$ cat config.mk
export PLATFORM = sky130hd
export DESIGN_NAME = hella_load_requestor_flat
export DESIGN_NICKNAME = d
export VERILOG_FILES = /design/src/rtl/hella_load_requestor_if.sv /design/src/rtl/hella_load_requestor.sv /design/src/flat_wrapper.sv
export SDC_FILE = /design/constraint.sdc
export NUM_CORES = 1
export LEC_CHECK = 0
export ABC_AREA = 1
export BUFFER_PORTS_ARGS = -buffer_cell sky130_fd_sc_hd__buf_2
export CELL_PAD_IN_SITES_DETAIL_PLACEMENT = 1
export CELL_PAD_IN_SITES_GLOBAL_PLACEMENT = 2
export CORE_UTILIZATION = 29
export DETAILED_ROUTE_END_ITERATION = 6
export HOLD_SLACK_MARGIN = 0.08
export PLACE_DENSITY_LB_ADDON = 0.1
export SYNTH_ARGS = -nofsm -noshare
export SYNTH_HDL_FRONTEND = slang
export SYNTH_SLANG_ARGS = --single-unit
$ cat constraint.sdc
create_clock -name clock -period 2 [get_ports clock]
set_clock_uncertainty 0.15 [all_clocks]
set_input_delay 0.4 -clock clock [delete_from_list [all_inputs] [get_ports clock]]
set_output_delay 0.4 -clock clock [all_outputs]
set_load 0.01 [all_outputs]
$ cat src/rtl/hella_load_requestor_if.sv
// Requestor-side port of the hella-cache arbiter (io_mem_*).
// master = load requestor, slave = arbiter/cache side.
interface hella_load_requestor_if;
  logic        req_ready;
  logic        req_valid;
  logic [39:0] req_bits_addr;
  logic        s1_kill;
  logic        s2_nack;
  logic        resp_valid;
  logic [63:0] resp_bits_data;
  logic        s2_xcpt_ae_ld;

  modport master (
    input  req_ready, s2_nack, resp_valid, resp_bits_data, s2_xcpt_ae_ld,
    output req_valid, req_bits_addr, s1_kill
  );

  modport slave (
    output req_ready, s2_nack, resp_valid, resp_bits_data, s2_xcpt_ae_ld,
    input  req_valid, req_bits_addr, s1_kill
  );
endinterface

$ cat src/rtl/hella_load_requestor.sv
// Single-outstanding 64-bit load client for one hella-cache arbiter requestor port.
// Optional HELLA_REQ_STATS_EN adds saturating nack_count / timeout_count outputs.
//
// state | meaning
// IDLE  | ready for a command
// REQ   | io_mem request valid, waiting for fire
// S1    | fire+1, s1_kill follows cmd_abort
// S2    | fire+2, resolve nack / exception / hit
// WAIT  | response pending, timeout timer running
// RESP  | result held until rsp_ready
module hella_load_requestor #(
  parameter int MAX_RETRIES  = 4,
  parameter int RESP_TIMEOUT = 64
) (
  input  logic        clock,
  input  logic        reset,
  input  logic        cmd_valid,
  output logic        cmd_ready,
  input  logic [39:0] cmd_addr,
  input  logic        cmd_abort,
  output logic        rsp_valid,
  input  logic        rsp_ready,
  output logic [63:0] rsp_data,
  output logic        rsp_xcpt,
  output logic        rsp_err,
  hella_load_requestor_if.master io_mem
`ifdef HELLA_REQ_STATS_EN
  ,
  output logic [15:0] nack_count,
  output logic [7:0]  timeout_count
`endif
);

  typedef enum logic [2:0] {
    ST_IDLE = 3'd0,
    ST_REQ  = 3'd1,
    ST_S1   = 3'd2,
    ST_S2   = 3'd3,
    ST_WAIT = 3'd4,
    ST_RESP = 3'd5
  } state_t;

  localparam logic [7:0]  LP_MAX_RETRIES = 8'(MAX_RETRIES);
  localparam logic [15:0] LP_TMO_LAST    = 16'(RESP_TIMEOUT - 1);

  state_t      r_state;
  state_t      w_next_state;
  logic [39:0] r_addr;
  logic [7:0]  r_retry;
  logic [15:0] r_timer;
  logic [63:0] r_data;
  logic        r_xcpt;
  logic        r_err;

  logic w_fire;
  logic w_misalign;
  logic w_can_retry;
  logic w_tmo;

  assign w_fire      = (r_state == ST_REQ) && io_mem.req_ready;
  assign w_misalign  = (cmd_addr[2:0] != 3'd0);
  assign w_can_retry = (r_retry < LP_MAX_RETRIES);
  // Timeout only when no data arrives in the same cycle: data wins the tie.
  assign w_tmo       = (r_state == ST_WAIT) && (r_timer == LP_TMO_LAST) && !io_mem.resp_valid;

  always_ff @(posedge clock or negedge reset) begin
    if (!reset) r_state <= ST_IDLE;
    else        r_state <= w_next_state;
  end

  always_comb begin
    w_next_state = r_state;
    case (r_state)
      ST_IDLE: if (cmd_valid) w_next_state = w_misalign ? ST_RESP : ST_REQ;
      ST_REQ: begin
        if (w_fire)         w_next_state = ST_S1;
        else if (cmd_abort) w_next_state = ST_IDLE;
      end
      ST_S1:   w_next_state = cmd_abort ? ST_IDLE : ST_S2;
      ST_S2: begin
        if (io_mem.s2_nack)            w_next_state = w_can_retry ? ST_REQ : ST_RESP;
        else if (io_mem.s2_xcpt_ae_ld) w_next_state = ST_RESP;
        else if (io_mem.resp_valid)    w_next_state = ST_RESP;
        else                           w_next_state = ST_WAIT;
      end
      ST_WAIT: if (io_mem.resp_valid || w_tmo) w_next_state = ST_RESP;
      ST_RESP: if (rsp_ready) w_next_state = ST_IDLE;
      default: w_next_state = ST_IDLE;
    endcase
  end

  always_comb begin
    cmd_ready            = (r_state == ST_IDLE);
    io_mem.req_valid     = (r_state == ST_REQ);
    io_mem.req_bits_addr = r_addr;
    io_mem.s1_kill       = (r_state == ST_S1) && cmd_abort;
    rsp_valid            = (r_state == ST_RESP);
    rsp_data             = (r_state == ST_RESP) ? r_data : 64'd0;
    rsp_xcpt             = (r_state == ST_RESP) && r_xcpt;
    rsp_err              = (r_state == ST_RESP) && r_err;
  end

  // Result registers are cleared on command accept so err/xcpt results carry zero data.
  always_ff @(posedge clock or negedge reset) begin
    if (!reset) begin
      r_addr  <= 40'd0;
      r_retry <= 8'd0;
      r_timer <= 16'd0;
      r_data  <= 64'd0;
      r_xcpt  <= 1'b0;
      r_err   <= 1'b0;
    end else begin
      case (r_state)
        ST_IDLE: begin
          if (cmd_valid) begin
            r_addr  <= cmd_addr;
            r_retry <= 8'd0;
            r_data  <= 64'd0;
            r_xcpt  <= 1'b0;
            r_err   <= w_misalign;
          end
        end
        ST_S2: begin
          if (io_mem.s2_nack) begin
            if (w_can_retry) r_retry <= r_retry + 8'd1;
            else             r_err   <= 1'b1;
          end else if (io_mem.s2_xcpt_ae_ld) begin
            r_xcpt <= 1'b1;
          end else if (io_mem.resp_valid) begin
            r_data <= io_mem.resp_bits_data;
          end else begin
            r_timer <= 16'd0;
          end
        end
        ST_WAIT: begin
          r_timer <= r_timer + 16'd1;
          if (io_mem.resp_valid) r_data <= io_mem.resp_bits_data;
          else if (w_tmo)        r_err  <= 1'b1;
        end
        default: ;
      endcase
    end
  end

`ifdef HELLA_REQ_STATS_EN
  logic [15:0] r_nack_count;
  logic [7:0]  r_timeout_count;

  always_ff @(posedge clock or negedge reset) begin
    if (!reset) begin
      r_nack_count    <= 16'd0;
      r_timeout_count <= 8'd0;
    end else begin
      if ((r_state == ST_S2) && io_mem.s2_nack && (r_nack_count != 16'hFFFF))
        r_nack_count <= r_nack_count + 16'd1;
      if (w_tmo && (r_timeout_count != 8'hFF))
        r_timeout_count <= r_timeout_count + 8'd1;
    end
  end

  assign nack_count    = r_nack_count;
  assign timeout_count = r_timeout_count;
`endif

endmodule

$ cat src/flat_wrapper.sv
// flat-port wrapper written by rule: the top's interface ports become plain ports
module hella_load_requestor_flat 
#(
  parameter int MAX_RETRIES  = 4,
  parameter int RESP_TIMEOUT = 64
)
  (clock, reset, cmd_valid, cmd_ready, cmd_addr, cmd_abort, rsp_valid, rsp_ready, rsp_data, rsp_xcpt, rsp_err, io_mem_req_ready, io_mem_s2_nack, io_mem_resp_valid, io_mem_resp_bits_data, io_mem_s2_xcpt_ae_ld, io_mem_req_valid, io_mem_req_bits_addr, io_mem_s1_kill);
  hella_load_requestor_if io_mem_i ();
  input  logic clock;
  input  logic reset;
  input  logic cmd_valid;
  output logic cmd_ready;
  input  logic [39:0] cmd_addr;
  input  logic cmd_abort;
  output logic rsp_valid;
  input  logic rsp_ready;
  output logic [63:0] rsp_data;
  output logic rsp_xcpt;
  output logic rsp_err;
  input wire logic [$bits(io_mem_i.req_ready)-1:0] io_mem_req_ready;
  input wire logic [$bits(io_mem_i.s2_nack)-1:0] io_mem_s2_nack;
  input wire logic [$bits(io_mem_i.resp_valid)-1:0] io_mem_resp_valid;
  input wire logic [$bits(io_mem_i.resp_bits_data)-1:0] io_mem_resp_bits_data;
  input wire logic [$bits(io_mem_i.s2_xcpt_ae_ld)-1:0] io_mem_s2_xcpt_ae_ld;
  output wire logic [$bits(io_mem_i.req_valid)-1:0] io_mem_req_valid;
  output wire logic [$bits(io_mem_i.req_bits_addr)-1:0] io_mem_req_bits_addr;
  output wire logic [$bits(io_mem_i.s1_kill)-1:0] io_mem_s1_kill;
  assign io_mem_i.req_ready = io_mem_req_ready;
  assign io_mem_i.s2_nack = io_mem_s2_nack;
  assign io_mem_i.resp_valid = io_mem_resp_valid;
  assign io_mem_i.resp_bits_data = io_mem_resp_bits_data;
  assign io_mem_i.s2_xcpt_ae_ld = io_mem_s2_xcpt_ae_ld;
  assign io_mem_req_valid = io_mem_i.req_valid;
  assign io_mem_req_bits_addr = io_mem_i.req_bits_addr;
  assign io_mem_s1_kill = io_mem_i.s1_kill;
  hella_load_requestor #(.MAX_RETRIES(MAX_RETRIES), .RESP_TIMEOUT(RESP_TIMEOUT)) u_core (.clock(clock), .reset(reset), .cmd_valid(cmd_valid), .cmd_ready(cmd_ready), .cmd_addr(cmd_addr), .cmd_abort(cmd_abort), .rsp_valid(rsp_valid), .rsp_ready(rsp_ready), .rsp_data(rsp_data), .rsp_xcpt(rsp_xcpt), .rsp_err(rsp_err), .io_mem(io_mem_i));
endmodule
==> results of run 1 <==
layout by cell type, fill, tap and decap left out, drive strengths merged:
master,n
nor3,6
clkinv,2
dfrtp,133
nand3b,1
clkbuf,21
dlygate4sd3,88
or2,2
nand4,8
bufinv,3
clkinvlp,4
nor4,1
buf,257
nor2,104
o21bai,1
inv,112
ha,2
xor2,5
nand2,309
nand3,25
a21oi,3
o21ai,82
bufbuf,1
xnor2,1
o31ai,1
o22ai,4
worst paths after layout:
check / start / endpoint / slack, ns / cells past startpoint
worst max-delay path: u_core.r_state[1] / rsp_data[34] / -0.14 / 6
worst min-delay path: io_mem_resp_bits_data[60] / u_core.r_data[60] / 0.1 / 3
worst max register to register: u_core.r_state[0] / u_core.r_data[41] / 0.05 / 11
worst min register to register: u_core.io_mem.req_bits_addr[35] / u_core.io_mem.req_bits_addr[35] / 0.32 / 2
max in group asynchronous: reset / u_core.r_state[2] / 0.78 / 3
min in group asynchronous: reset / u_core.r_data[31] / 0.26 / 2
state kept, by name, indices dropped and copies added, names as in the netlist:
signal                       flops
u_core.r_xcpt                    1
u_core.r_timer                  16
u_core.io_mem.req_bits_addr     40
u_core.r_err                     1
u_core.r_data                   64
u_core.r_retry                   8
u_core.r_state                   3
what timing repair did:
| action | 4_1_cts | 5_1_grt |
|---|---|---|
| hold buffers | 88 | 0 |
| buffers inserted | 7 | 3 |
| resized for setup | 38 | 61 |
| gates cloned | 5 | 2 |
| endpoints found under the setup margin | 70 | 140 |
| pin swaps | 0 | 0 |
| hold endpoints to repair | 191 | 0 |
per-stage QoR:
stage               total power (uW)  util, %  hold WS [ns]  instance area [um^2]  setup TNS [ns]
finish                         15900     45.5        0.0950                 10400           -6.20
global route                   17200     45.5        0.0814                 10400          -11.39
CTS                            15700     44.2        0.0802                 10100           -8.06
detailed placement             11400     36.2         0.139                  8260               0
global placement               11300     36.2         0.140                  8260               0
floorplan                       9570        -       -0.0456                  6800               0
final cells by class:
cell class | count | share of cell area (%)
multi-input combinational | 555 | 28.2
tap | 313 | 3.77
clock buffer | 19 | 4.26
sequential | 133 | 32.0
inverter | 108 | 4.00
clock inverter | 13 | 1.66
timing repair buffer | 348 | 26.1
critical path: stages (launching register included):
cell     delay, ns
dfrtp_1       0.39
inv_2         0.08
nand3_4       0.10
buf_12        0.18
buf_16        0.16
nor2_1        0.11
buf_2         0.15
power by group through the flow:
stage	logic, uW	registers [uW]	clock network (uW)
2_1_floorplan	4920	4650	0
3_3_place_gp	6650	4640	0
3_5_place_dp	6720	4660	0
4_1_cts	7660	4580	3420
5_1_grt	8900	4750	3540
6_report	8030	4590	3290
logic make-up after synthesis:
family / share of synthesized area [%]
XOR/XNOR: 0.773
AND/OR/NAND/NOR: 28.1
AO/OA/AOI/OAI: 10.5
buffers and inverters: 11.3
adder cells (fa/ha/maj): 0.368
flip-flops: 49.0
routing by layer:
metal  GRT usage, %  wire length, um
met5              0               13
met4           5.00              250
met3           4.37              881
met2           31.8            11100
met1           24.3             9990
==> summary.md, run 1 <==
| Metric | Value |
|---|---|
| Synth cell count leaders | `283 x nand2_1, 133 x dfrtp_1, 104 x inv_1` |
| Wire per inst | `between 10 and 15 um` |
| Required time of the critical path | `1.45 ns` |
| Flop pwr share | `28.9%` |
| Pin count of the biggest net entering global routing | `66` |
| DR iter-0 viols | `228` |
| Fin. max-slew vios | `0` |
| Clk root buf | `clkbuf_16` |
| Die Area | `24100 um^2` |
| Finished Layout Cells | `1489` |
| DR vias | `about 6.4k` |
| Final min period | `2.14 ns` |
| Synth warn | `0` |
| Maximum vdd drop | `658 uV` |
| Internal Dissipation | `9140 uW` |
| Diode count | `0` |
| Die W | `155 um` |
| Violated checks | `negative setup slack` |
| Fillers | `2788` |
| Grt ovf | `0` |
| Power share of the clock group | `20.7%` |
| Final RePlAce weighted congestion | `0.754` |
| Final setup margin | `-0.141 ns` |
| Clk_lat worst skew | `0.42 ns` |
| Status | `finished, violations left` |
| Syn Inst Count | `835` |
| Top cell type's share of synthesized area | `49.0%` |
| Placeable Area | `22800 um^2` |
| Fmax | `467 MHz` |
| Post-detail-place hpwl | `13900 um` |
| CTS tree | `yes` |
| Setup WS pre-CTS | `around 0.045 ns` |
| Top cells by area, synth | `dfrtp_1 49%, nand2_1 16%, o21ai_2 8.2%` |
| Port bufs | `222` |
| Final WL | `22200 um` |
| Reg clk slew, reported paths | `0.06 ns` |
| Sequential share of the synthesized area | `49.0%` |
| Post-route ant nets | `0` |
| Crit Path Category | `reg -> out` |
| Final Setup Violations | `68` |
| Most common cell in the netlist | `nand2_1` |
| Hold Vio Cnt, Final | `0` |
| Leak Pwr | `just over 0.005 uW` |
| Period utilisation layout | `107%` |
| H-tree depth | `4` |
| Synthesized net count | `950` |
| Pre-antenna DRT Iters | `4` |
| Mapped cell area | `6800 um^2` |
| Worst rel slew slack | `71.9%` |
| Vias in the first global route | `~6.6k` |
| Top FF cell, synth | `dfrtp_1` |
| First-pass GRT wire length | `35200 um` |
| Top Ports | `223` |
| Via/cell ratio | `4.29` |
| CTS sink count | `133` |
| Ratio of cells with drive above 1 in the final layout | `a little under two fifths` |
| Critical Path Source Type | `flip-flop` |
| Final net count | `roughly 1.3k` |
| Initial antenna violation count | `1` |
| Mean Syn Cell Area | `8.14 um^2` |
| Synthesis-stage register bit count | `roughly 130` |
| Hold WC Path Type | `in -> reg` |
| Area leader, netlist | `dfrtp_1` |
| RSZ-0062 raised after global routing | `true` |
| Die Ht | `155 um` |
| Cell variety after synth | `35` |
| Row Count | `55` |
| CP Max Fanout | `17` |
| Worst setup EP type | `output pin` |
| Clk buf depth | `2` |
| Dpl cells | `1352` |
| Initial core utilization | `between 20% and 30%` |
| Sw Ratio | `between 40% and 50%` |
| Comb power frac | `50.4%` |
| Area Overhead vs Synth | `52.9%` |
| Overall fraction of global-route tracks in use | `between 10% and 20%` |
| Post-synth EDFFs | `0` |
| Post-detailed-route DRC marker count | `0` |
| Storage cell area | `3330 um^2` |
| CTS Buf Count | `17` |
| Worst EP arrival | `1.59 ns` |
| Max-cap violation count | `0` |
| Worst slew pin tran | `~0.42 ns` |
| Net Switching | `between 6000 and 7000 uW` |
| Pwr dens | `between 1500 and 2000 nW/um^2` |
| Post-synthesis async set-or-reset flop share | `100%` |
| Multi-input gate area | `2930 um^2` |
No activity file was read; power rests on OpenSTA's default activity.
==> run 2, diff against run 1 <==
--- a/config.mk
+++ b/config.mk
@@ -5,11 +5,10 @@
 export SDC_FILE = /design/constraint.sdc
 export NUM_CORES = 1
 export LEC_CHECK = 0
-export ABC_AREA = 1
 export BUFFER_PORTS_ARGS = -buffer_cell sky130_fd_sc_hd__buf_2
 export CELL_PAD_IN_SITES_DETAIL_PLACEMENT = 1
 export CELL_PAD_IN_SITES_GLOBAL_PLACEMENT = 2
-export CORE_UTILIZATION = 29
+export CORE_UTILIZATION = 30
 export DETAILED_ROUTE_END_ITERATION = 6
 export HOLD_SLACK_MARGIN = 0.08
 export PLACE_DENSITY_LB_ADDON = 0.1
==> summary.md, run 2 <==
| Metric | Value |
|---|---|
| Grt ovf | `0 (unchanged)` |
| Finished Layout Cells | `1258 (-16%)` |
| Synth cell count leaders | `133 x dfrtp_1, 75 x nand2_1, 68 x and2_1` |
| Clk root buf | `clkbuf_16` |
| Final hold slack | `0.0860 ns (-0.00903 ns)` |
| Wire per inst | `17.9 um (+20%)` |
| Clk_lat worst skew | `0.42 ns (about the same)` |
| Hold WC Path Type | `in -> reg` |
| Area Overhead vs Synth | `71.1%` |
| CTS sink count | `133 (unchanged)` |
| Diode count | `0 (unchanged)` |
| RSZ-0062 raised after global routing | `true` |
| Worst slew pin tran | `0.375 ns (-0.0433 ns)` |
| Post-detail-place hpwl | `13200 um (-4.9%)` |
| CP Max Fanout | `7 (-10)` |
| Synth warn | `0 (unchanged)` |
| Most frequent cells in the layout | `182 x buf_2, 133 x dfrtp_1, 97 x dlygate4sd3_1` |
| Via/cell ratio | `4.57 (+6.4%)` |
| Setup TNS | `-32.54 ns (-26.35 ns)` |
| Critical path, cell by cell | `buf_6 > and3b_4 > buf_12 > clkbuf_16 > and2_4 > buf_6` |
| Fmax | `416 MHz (-11%)` |
| Required time of the critical path | `1.45 ns (about the same)` |
| Routed wl met3 | `1180 um (+34%)` |
| Max reg flops | `64 (unchanged)` |
| Hold Vio Cnt, Final | `0 (unchanged)` |
| Final min period | `2.40 ns (+0.262 ns)` |
| Max Used Layer | `met4` |
| Power Total | `15200 uW (-4.5%)` |
| Final Setup Violations | `137 (+100%)` |
| Most frequent CP cell | `buf_6` |
| H-tree depth | `4 (unchanged)` |
| Placeable Area | `20400 um^2 (-11%)` |
| Slowest stage delay, CP | `0.40 ns (about the same)` |
| First-pass GRT wire length | `33500 um (-4.8%)` |
| Post-detailed-route DRC marker count | `0 (unchanged)` |
| Fillers | `2246 (-19%)` |
| Overall fraction of global-route tracks in use | `19.9% (+0.97 points)` |
| Top FF cell, synth | `dfrtp_1` |
| Period utilisation layout | `120% (+13 points)` |
| Post-synth EDFFs | `0 (unchanged)` |
| Synthesized net count | `711 (-25%)` |
| Dpl cells | `1089 (-19%)` |
| Mapped cell area | `6280 um^2 (-7.6%)` |
| Vias in the first global route | `6523 (-1.1%)` |
| Most common cell after layout, fill and taps aside | `buf_2` |
| Top Ports | `223 (unchanged)` |
| Final WL | `22500 um (+1.1%)` |
| Syn Inst Count | `596 (-29%)` |
| Worst rel slew slack | `75.0% (+3.1 points)` |
| Die Area | `21500 um^2 (-11%)` |
| Violated checks | `negative setup slack` |
| Metal1 wirelength | `9310 um (-6.8%)` |
| Critical Path Source Type | `flip-flop` |
| Row Count | `52 (-5.5%)` |
| Crit Path Category | `reg -> out` |
| Die Ht | `147 um (-5.4%)` |
| Port bufs | `222 (unchanged)` |
| Final net count | `1090 (-15%)` |
| Maximum vdd drop | `717 uV (+9.0%)` |
| Final setup margin | `-0.403 ns (-0.262 ns)` |
| Sequential share of the synthesized area | `53.0% (+4.0 points)` |
| Pre-antenna DRT Iters | `4 (unchanged)` |
| Pwr dens | `1410 nW/um^2 (-7.6%)` |
| Status | `finished, violations left` |
| Mean Syn Cell Area | `10.5 um^2 (+29%)` |
| Worst EP arrival | `1.85 ns (+0.26 ns)` |
| Top cells by area, synth | `dfrtp_1 53%, mux2i_1 10%, mux2_2 7.5%` |
| Most common cell in the netlist | `dfrtp_1` |
| Top reg by flops | `u_core.r_data` |
| Initial antenna violation count | `0 (-1)` |
| Met2 wire len | `11600 um (+4.5%)` |
| Max-cap violation count | `0 (unchanged)` |
| Post-route ant nets | `0 (unchanged)` |
| Leak Pwr | `0.00508 uW (-1.7%)` |
| Die W | `147 um (-5.4%)` |
| Multi-input gate area | `2890 um^2 (-1.5%)` |
| Area leader, netlist | `dfrtp_1` |
| Storage cell area | `3330 um^2 (about the same)` |
| DR vias | `5744 (-10%)` |
| Synthesis-stage register bit count | `133 (unchanged)` |
| Pin count of the biggest net entering global routing | `45 (-32%)` |
| CTS tree | `yes` |
| Cell variety after synth | `42 (+20%)` |
| Ratio of cells with drive above 1 in the final layout | `43.8% (+6.5 points)` |
| CTS Buf Count | `17 (unchanged)` |
| Reg clk slew, reported paths | `0.06 ns (about the same)` |
| Top cell type's share of synthesized area | `53.0% (+4.0 points)` |
| Fin. max-slew vios | `0 (unchanged)` |
| Post-synthesis async set-or-reset flop share | `100% (unchanged)` |
| DR iter-0 viols | `181 (-21%)` |
| Critical Path Slowest Stage Cell | `dfrtp_1` |
| Worst setup EP type | `output pin` |
| Clk buf depth | `2 (unchanged)` |
| Final RePlAce weighted congestion | `0.724 (-3.9%)` |
| Initial core utilization | `30.8% (+1.1 points)` |
==> run 2: cell types whose count changed after synthesis, moves of 42 or more <==
| cell | change |
|---|---|
| nor2_1 | -82 |
| o21ai_2 | -64 |
| nand2_1 | -208 |
| mux2i_1 | +64 |
| mux2_2 | +42 |
| and2_1 | +68 |
==> run 2: what timing repair did <==
action / 4_1_cts / 5_1_grt
gates cloned: 6 / 13
hold buffers: 97 / 0
endpoints found under the hold margin: 157 / 0
endpoints found under the setup margin: 113 / 183
setup buffers: 7 / 17
pin swaps: 8 / 41
resized for setup: 47 / 114
==> run 2: cell families after synthesis <==
group / share of synthesized area (%)
flops: 53.0
xor+xnor: 0.976
simple gates: 18.2
mux: 17.7
buf+inv: 6.42
compound gates: 3.31
fa+ha+maj: 0.398
==> run 2: per-stage QoR <==
stage                     utilization (%)  cell area [um^2]  setup WS (ns)
after floorplan                         -              6280        -0.0401
after global placement               39.1              7970         0.0268
after detailed placement             39.1              7970        -0.0439
after CTS                            48.6              9910         -0.391
after global routing                 52.8             10700         -0.441
final                                52.8             10700         -0.403
==> run 2: power by group <==
part           switching [uW]  total [uW]  leakage (uW)  internal [uW]
sequential                741        4620       0.00169           3880
combinational            3460        7540       0.00313           4080
clock                    1400        3040      0.000270           1640
total                    5600       15200       0.00508           9600
==> run 2: final timing paths <==
check,from,to,slack (ns),depth (start not counted)
setup / recovery,u_core.r_state[1],rsp_data[3],-0.40,6
hold / removal,io_mem_resp_bits_data[41],u_core.r_data[41],0.09,3
setup reg to reg,u_core.r_state[1],u_core.r_data[48],-0.20,7
hold reg to reg,u_core.io_mem.req_bits_addr[4],u_core.io_mem.req_bits_addr[4],0.36,1
max in group asynchronous,reset,u_core.io_mem.req_bits_addr[0],0.79,3
min in group asynchronous,reset,u_core.r_data[1],0.30,2
==> run 2: layout make-up <==
type,instances,area share (%)
Multi-Input combinational cell,365,26.9
Clock buffer,17,3.96
Inverter,66,2.31
Sequential cell,133,31.0
Clock inverter,15,1.30
Timing Repair Buffer,392,31.4
Tap cell,270,3.14
==> run 2: worst max-delay path, delay by kind of cell, from the launching register on <==
kind / cells / cell delay [ns]
flip-flops: 1 / 0.40
buffers and inverters: 4 / 0.55
AND/OR/NAND/NOR: 2 / 0.47
==> run 2: per-layer routing <==
layer  vias to the layer above  global-route usage [%]
met4                         0                    6.15
met2                       156                    35.9
li1                       2714                       -
met1                      2847                    23.0
met5                         -                       0
met3                        27                    4.75
==> run 3, diff against run 2 <==
--- a/config.mk
+++ b/config.mk
@@ -6,12 +6,10 @@
 export NUM_CORES = 1
 export LEC_CHECK = 0
 export BUFFER_PORTS_ARGS = -buffer_cell sky130_fd_sc_hd__buf_2
-export CELL_PAD_IN_SITES_DETAIL_PLACEMENT = 1
-export CELL_PAD_IN_SITES_GLOBAL_PLACEMENT = 2
-export CORE_UTILIZATION = 30
+export CORE_UTILIZATION = 50
 export DETAILED_ROUTE_END_ITERATION = 6
 export HOLD_SLACK_MARGIN = 0.08
-export PLACE_DENSITY_LB_ADDON = 0.1
+export PLACE_DENSITY = 0.8
 export SYNTH_ARGS = -nofsm -noshare
 export SYNTH_HDL_FRONTEND = slang
 export SYNTH_SLANG_ARGS = --single-unit
==> summary.md, run 3 <==
| Metric | Value |
|---|---|
| Status | `aborted with a tool error` |
| Failing step | `global routing (5_1_grt)` |
| First error | `[ERROR GRT-0232] Routing congestion too high. Check the congestion heatmap in the GUI.` |
| Post-synth EDFFs | `0 (unchanged)` |
| Synth cell count leaders | `133 x dfrtp_1, 75 x nand2_1, 68 x and2_1` |
| Port bufs | `222 (unchanged)` |
| Initial core utilization | `51.8% (+21 points)` |
| Row Count | `40 (-23%)` |
| WEP type | `output port` |
| Post-synthesis async set-or-reset flop share | `100% (unchanged)` |
| Sequential share of the synthesized area | `53.0% (unchanged)` |
| Clk buf depth | `2 (unchanged)` |
| Crit. endpoint post-GRT repair | `rsp_data[23]` |
| Grt ovf | `2` |
| Top FF cell, synth | `dfrtp_1` |
| Post-detail-place hpwl | `10200 um (-23%)` |
| Final RePlAce weighted congestion | `0.805 (+11%)` |
| Syn Inst Count | `596 (unchanged)` |
| Area leader, netlist | `dfrtp_1` |
| Synthesized net count | `711 (unchanged)` |
| H-tree depth | `4 (unchanged)` |
| Top cell type's share of synthesized area | `53.0% (unchanged)` |
| Clk root buf | `clkbuf_16` |
| CTS sink count | `133 (unchanged)` |
| Synth warn | `0 (unchanged)` |
| Die W | `114 um (-22%)` |
| Initial antenna violation count | `7` |
| Synthesis-stage register bit count | `133 (unchanged)` |
| Pin count of the biggest net entering global routing | `66` |
| Cell variety after synth | `42 (unchanged)` |
| Mapped cell area | `6280 um^2 (unchanged)` |
| Most common cell in the netlist | `dfrtp_1` |
| Die Ht | `114 um (-22%)` |
| Top cells by area, synth | `dfrtp_1 53%, mux2i_1 10%, mux2_2 7.5%` |
| Overall fraction of global-route tracks in use | `66.1%` |
| Mean Syn Cell Area | `10.5 um^2 (unchanged)` |
| Top Ports | `223 (unchanged)` |
| CTS Buf Count | `17 (unchanged)` |
## run 3: cell counts after synthesis
Identical to the previous run, type by type.
## run 3: per-layer routing
metal	GRT overflow	track usage [%]
met3	0	45.9
met5	0	6.67
met2	1	89.9
met4	1	62.9
met1	0	65.5
## run 3: stage by stage
| stage | setup slack [ns] | setup TNS, ns | cells | util (%) | area, um^2 |
|---|---|---|---|---|---|
| after CTS | -0.338 | -23.56 | 1116 | 82.1 | 9950 |
| after detailed placement | 0.0278 | 0 | 978 | 63.9 | 7740 |
| after global placement | 0.0476 | 0 | 978 | 63.9 | 7740 |
| after floorplan | -0.0401 | -1.27 | 596 | - | 6280 |
## run 3: kinds of logic after synthesis
| kind of cell | share of synthesized area [%] |
|---|---|
| AND/OR/NAND/NOR | 18.2 |
| flip-flops | 53.0 |
| AO/OA/AOI/OAI | 3.31 |
| XOR/XNOR | 0.976 |
| multiplexers | 17.7 |
| buffers and inverters | 6.42 |
| adder cells (fa/ha/maj) | 0.398 |
## run 3: what timing repair did
action / in CTS
setup buffers: 10
gates resized for setup: 102
pin swaps: 39
hold endpoints to repair: 223
hold buffers: 91
setup endpoints to repair: 68
cloned: 7
==> run 4, diff against run 3 <==
--- a/config.mk
+++ b/config.mk
@@ -6,10 +6,9 @@
 export NUM_CORES = 1
 export LEC_CHECK = 0
 export BUFFER_PORTS_ARGS = -buffer_cell sky130_fd_sc_hd__buf_2
-export CORE_UTILIZATION = 50
+export CORE_UTILIZATION = 40
 export DETAILED_ROUTE_END_ITERATION = 6
-export HOLD_SLACK_MARGIN = 0.08
-export PLACE_DENSITY = 0.8
+export PLACE_DENSITY_LB_ADDON = 0.15
 export SYNTH_ARGS = -nofsm -noshare
 export SYNTH_HDL_FRONTEND = slang
 export SYNTH_SLANG_ARGS = --single-unit
==> summary.md, run 4 (synthesized netlist as in run 2, its figures left out) <==
| Metric | Value |
|---|---|
| Status | `finished, violations left` |
| Violated checks | `negative setup slack` |
| Final WL | `18200 um` |
| Max reg flops | `64` |
| Pre-antenna DRT Iters | `4` |
| Maximum vdd drop | `748 uV` |
| RSZ-0062 raised after global routing | `true` |
| Period utilisation layout | `121%` |
| Die Area | `roughly 16000 um^2` |
| Initial core utilization | `41.2% (-11 points)` |
| Ratio of cells with drive above 1 in the final layout | `between 40% and 50%` |
| Hold WC Path Type | `in -> reg` |
| Final min period | `2.42 ns` |
| Power share of the clock group | `19.4%` |
| Vias in the first global route | `approximately 5.3k` |
| CTS sink count | `133 (unchanged)` |
| Most frequent CP cell | `buf_6` |
| Overall fraction of global-route tracks in use | `20.5%` |
| CTS Buf Count | `17 (unchanged)` |
| CP Max Fanout | `4` |
| Clk buf depth | `2 (unchanged)` |
| Max-cap violation count | `0` |
| Pin count of the biggest net entering global routing | `62` |
| Fin. max-slew vios | `0` |
| Crit Path Category | `reg -> out` |
| Hold Vio Cnt, Final | `0` |
| Leak Pwr | `0.00458 uW` |
| Wire per inst | `16.5 um` |
| Diode count | `0` |
| Area Overhead vs Synth | `51.8%` |
| Final setup margin | `-0.421 ns` |
| Clk_lat worst skew | `0.42 ns` |
| Post-route ant nets | `0` |
| Crit path max-delay family | `buffers and inverters` |
| Grt ovf | `0` |
| Top reg by flops | `u_core.r_data` |
| Initial antenna violation count | `0` |
| Required time of the critical path | `1.45 ns` |
| Most common cell after layout, fill and taps aside | `buf_2` |
| Fillers | `1243` |
| Final Setup Violations | `157` |
| Flop pwr share | `31.6%` |
| Worst slew pin tran | `0.584 ns` |
| Port bufs | `222 (unchanged)` |
| Power Total | `14600 uW` |
| DR iter-0 viols | `186` |
| Worst EP arrival | `1.87 ns` |
| Critical path, cell by cell | `buf_6 > and3b_2 > buf_6 > clkbuf_16 > and2_4 > buf_6` |
| Metal1 wirelength | `a little under 8000 um` |
| Max Used Layer | `met4` |
| Sw Ratio | `35.7%` |
| Post-detail-place hpwl | `10900 um (+6.9%)` |
| Worst setup EP type | `output pin` |
| Met2 wire len | `approximately 9200 um` |
| Most frequent cells in the layout | `188 x buf_2, 133 x dfrtp_1, 74 x nand2_1` |
| First-pass GRT wire length | `25900 um` |
| Routed wl met3 | `831 um` |
| Dpl cells | `1022 (+4.5%)` |
| Worst rel slew slack | `60.7%` |
| Fmax | `~410 MHz` |
| Slowest stage delay, CP | `approximately 0.41 ns` |
| Row Count | `45 (+13%)` |
| Storage cell area | `~3300 um^2` |
| Worst path bufs/invs | `4` |
| Final hold slack | `0.0492 ns` |
| Clk root buf | `clkbuf_16` |
| Critical Path Slowest Stage Cell | `dfrtp_1` |
| Die Ht | `127 um (+12%)` |
| CTS tree | `yes` |
| Finished Layout Cells | `roughly 1.1k` |
| Via/cell ratio | `4.83` |
| Critical Path Source Type | `flip-flop` |
| H-tree depth | `4 (unchanged)` |
| Die W | `127 um (+12%)` |
| Internal Dissipation | `about 9400 uW` |
| Comb power frac | `49.0%` |
| Post-detailed-route DRC marker count | `0` |
| DR vias | `5306` |
| Final net count | `990` |
| Setup WS pre-CTS | `0.00935 ns (-0.0185 ns)` |
| Placeable Area | `15300 um^2` |
| Pwr dens | `1530 nW/um^2` |
| Net Switching | `5200 uW` |
| Top Ports | `223 (unchanged)` |
| Multi-input gate area | `2800 um^2` |
| Final RePlAce weighted congestion | `0.791 (-1.7%)` |
| Reg clk slew, reported paths | `0.06 ns` |
==> run 4: power by group through the flow <==
stage / registers, uW / logic [uW] / clock network [uW]
final: 4610 / 7140 / 2830
after global routing: 4740 / 7670 / 3020
after CTS: 4560 / 5840 / 2890
after detailed placement: 4550 / 5100 / 0
after global placement: 4540 / 4950 / 0
after floorplan: 4610 / 3060 / 0
==> run 4: routing by layer <==
layer  vias to the layer above  GRT usage (%)
met1                      2579           25.3
met3                        35           5.23
li1                       2517              -
met5                         -              0
met2                       175           34.8
met4                         0           7.42
==> run 4: stage by stage <==
step	setup TNS (ns)	utilization [%]	area, um^2
3_3_place_gp	0	51.3	7830
5_1_grt	-48.75	62.5	9530
4_1_cts	-24.27	57.4	8750
2_1_floorplan	-1.27	-	6280
6_report	-32.28	62.5	9530
3_5_place_dp	0	51.3	7830
==> run 4: what timing repair did <==
action,in CTS,in global routing
hold buffers,1,0
pin swaps,12,32
endpoints found under the hold margin,23,0
gates cloned,5,16
endpoints found under the setup margin,69,167
gates resized for setup,36,73
buffers inserted,8,17
==> run 4: area by class of cell <==
type                            count  share of cell area [%]
Sequential cell                   133                    34.9
Multi-Input combinational cell    365                    29.4
Timing Repair Buffer              292                    24.7
Clock buffer                       21                    4.83
Tap cell                          211                    2.77
Inverter                           66                    2.60
Clock inverter                     11                   0.827
==> run 4: path summary, 6_finish.rpt <==
| path | from | endpoint | slack (ns) | cells after the start |
|---|---|---|---|---|
| worst min-delay path | cmd_valid | u_core.r_retry[2] | 0.05 | 2 |
| worst min register to register | u_core.r_retry[4] | u_core.r_retry[4] | 0.35 | 1 |
| worst max register to register | u_core.r_state[1] | u_core.r_data[42] | -0.18 | 7 |
| max in group asynchronous | reset | u_core.r_data[43] | 0.81 | 3 |
| min in group asynchronous | reset | u_core.io_mem.req_bits_addr[13] | 0.22 | 2 |
| worst max-delay path | u_core.r_state[1] | rsp_data[24] | -0.42 | 6 |
==> run 4: worst reg2reg max path, stage by stage (launching register included) <==
cell       delay (ns)
dfrtp_1          0.41
buf_6            0.13
buf_4            0.19
nor4b_4          0.33
buf_6            0.21
a21o_4           0.26
clkbuf_16        0.21
mux2i_1          0.20
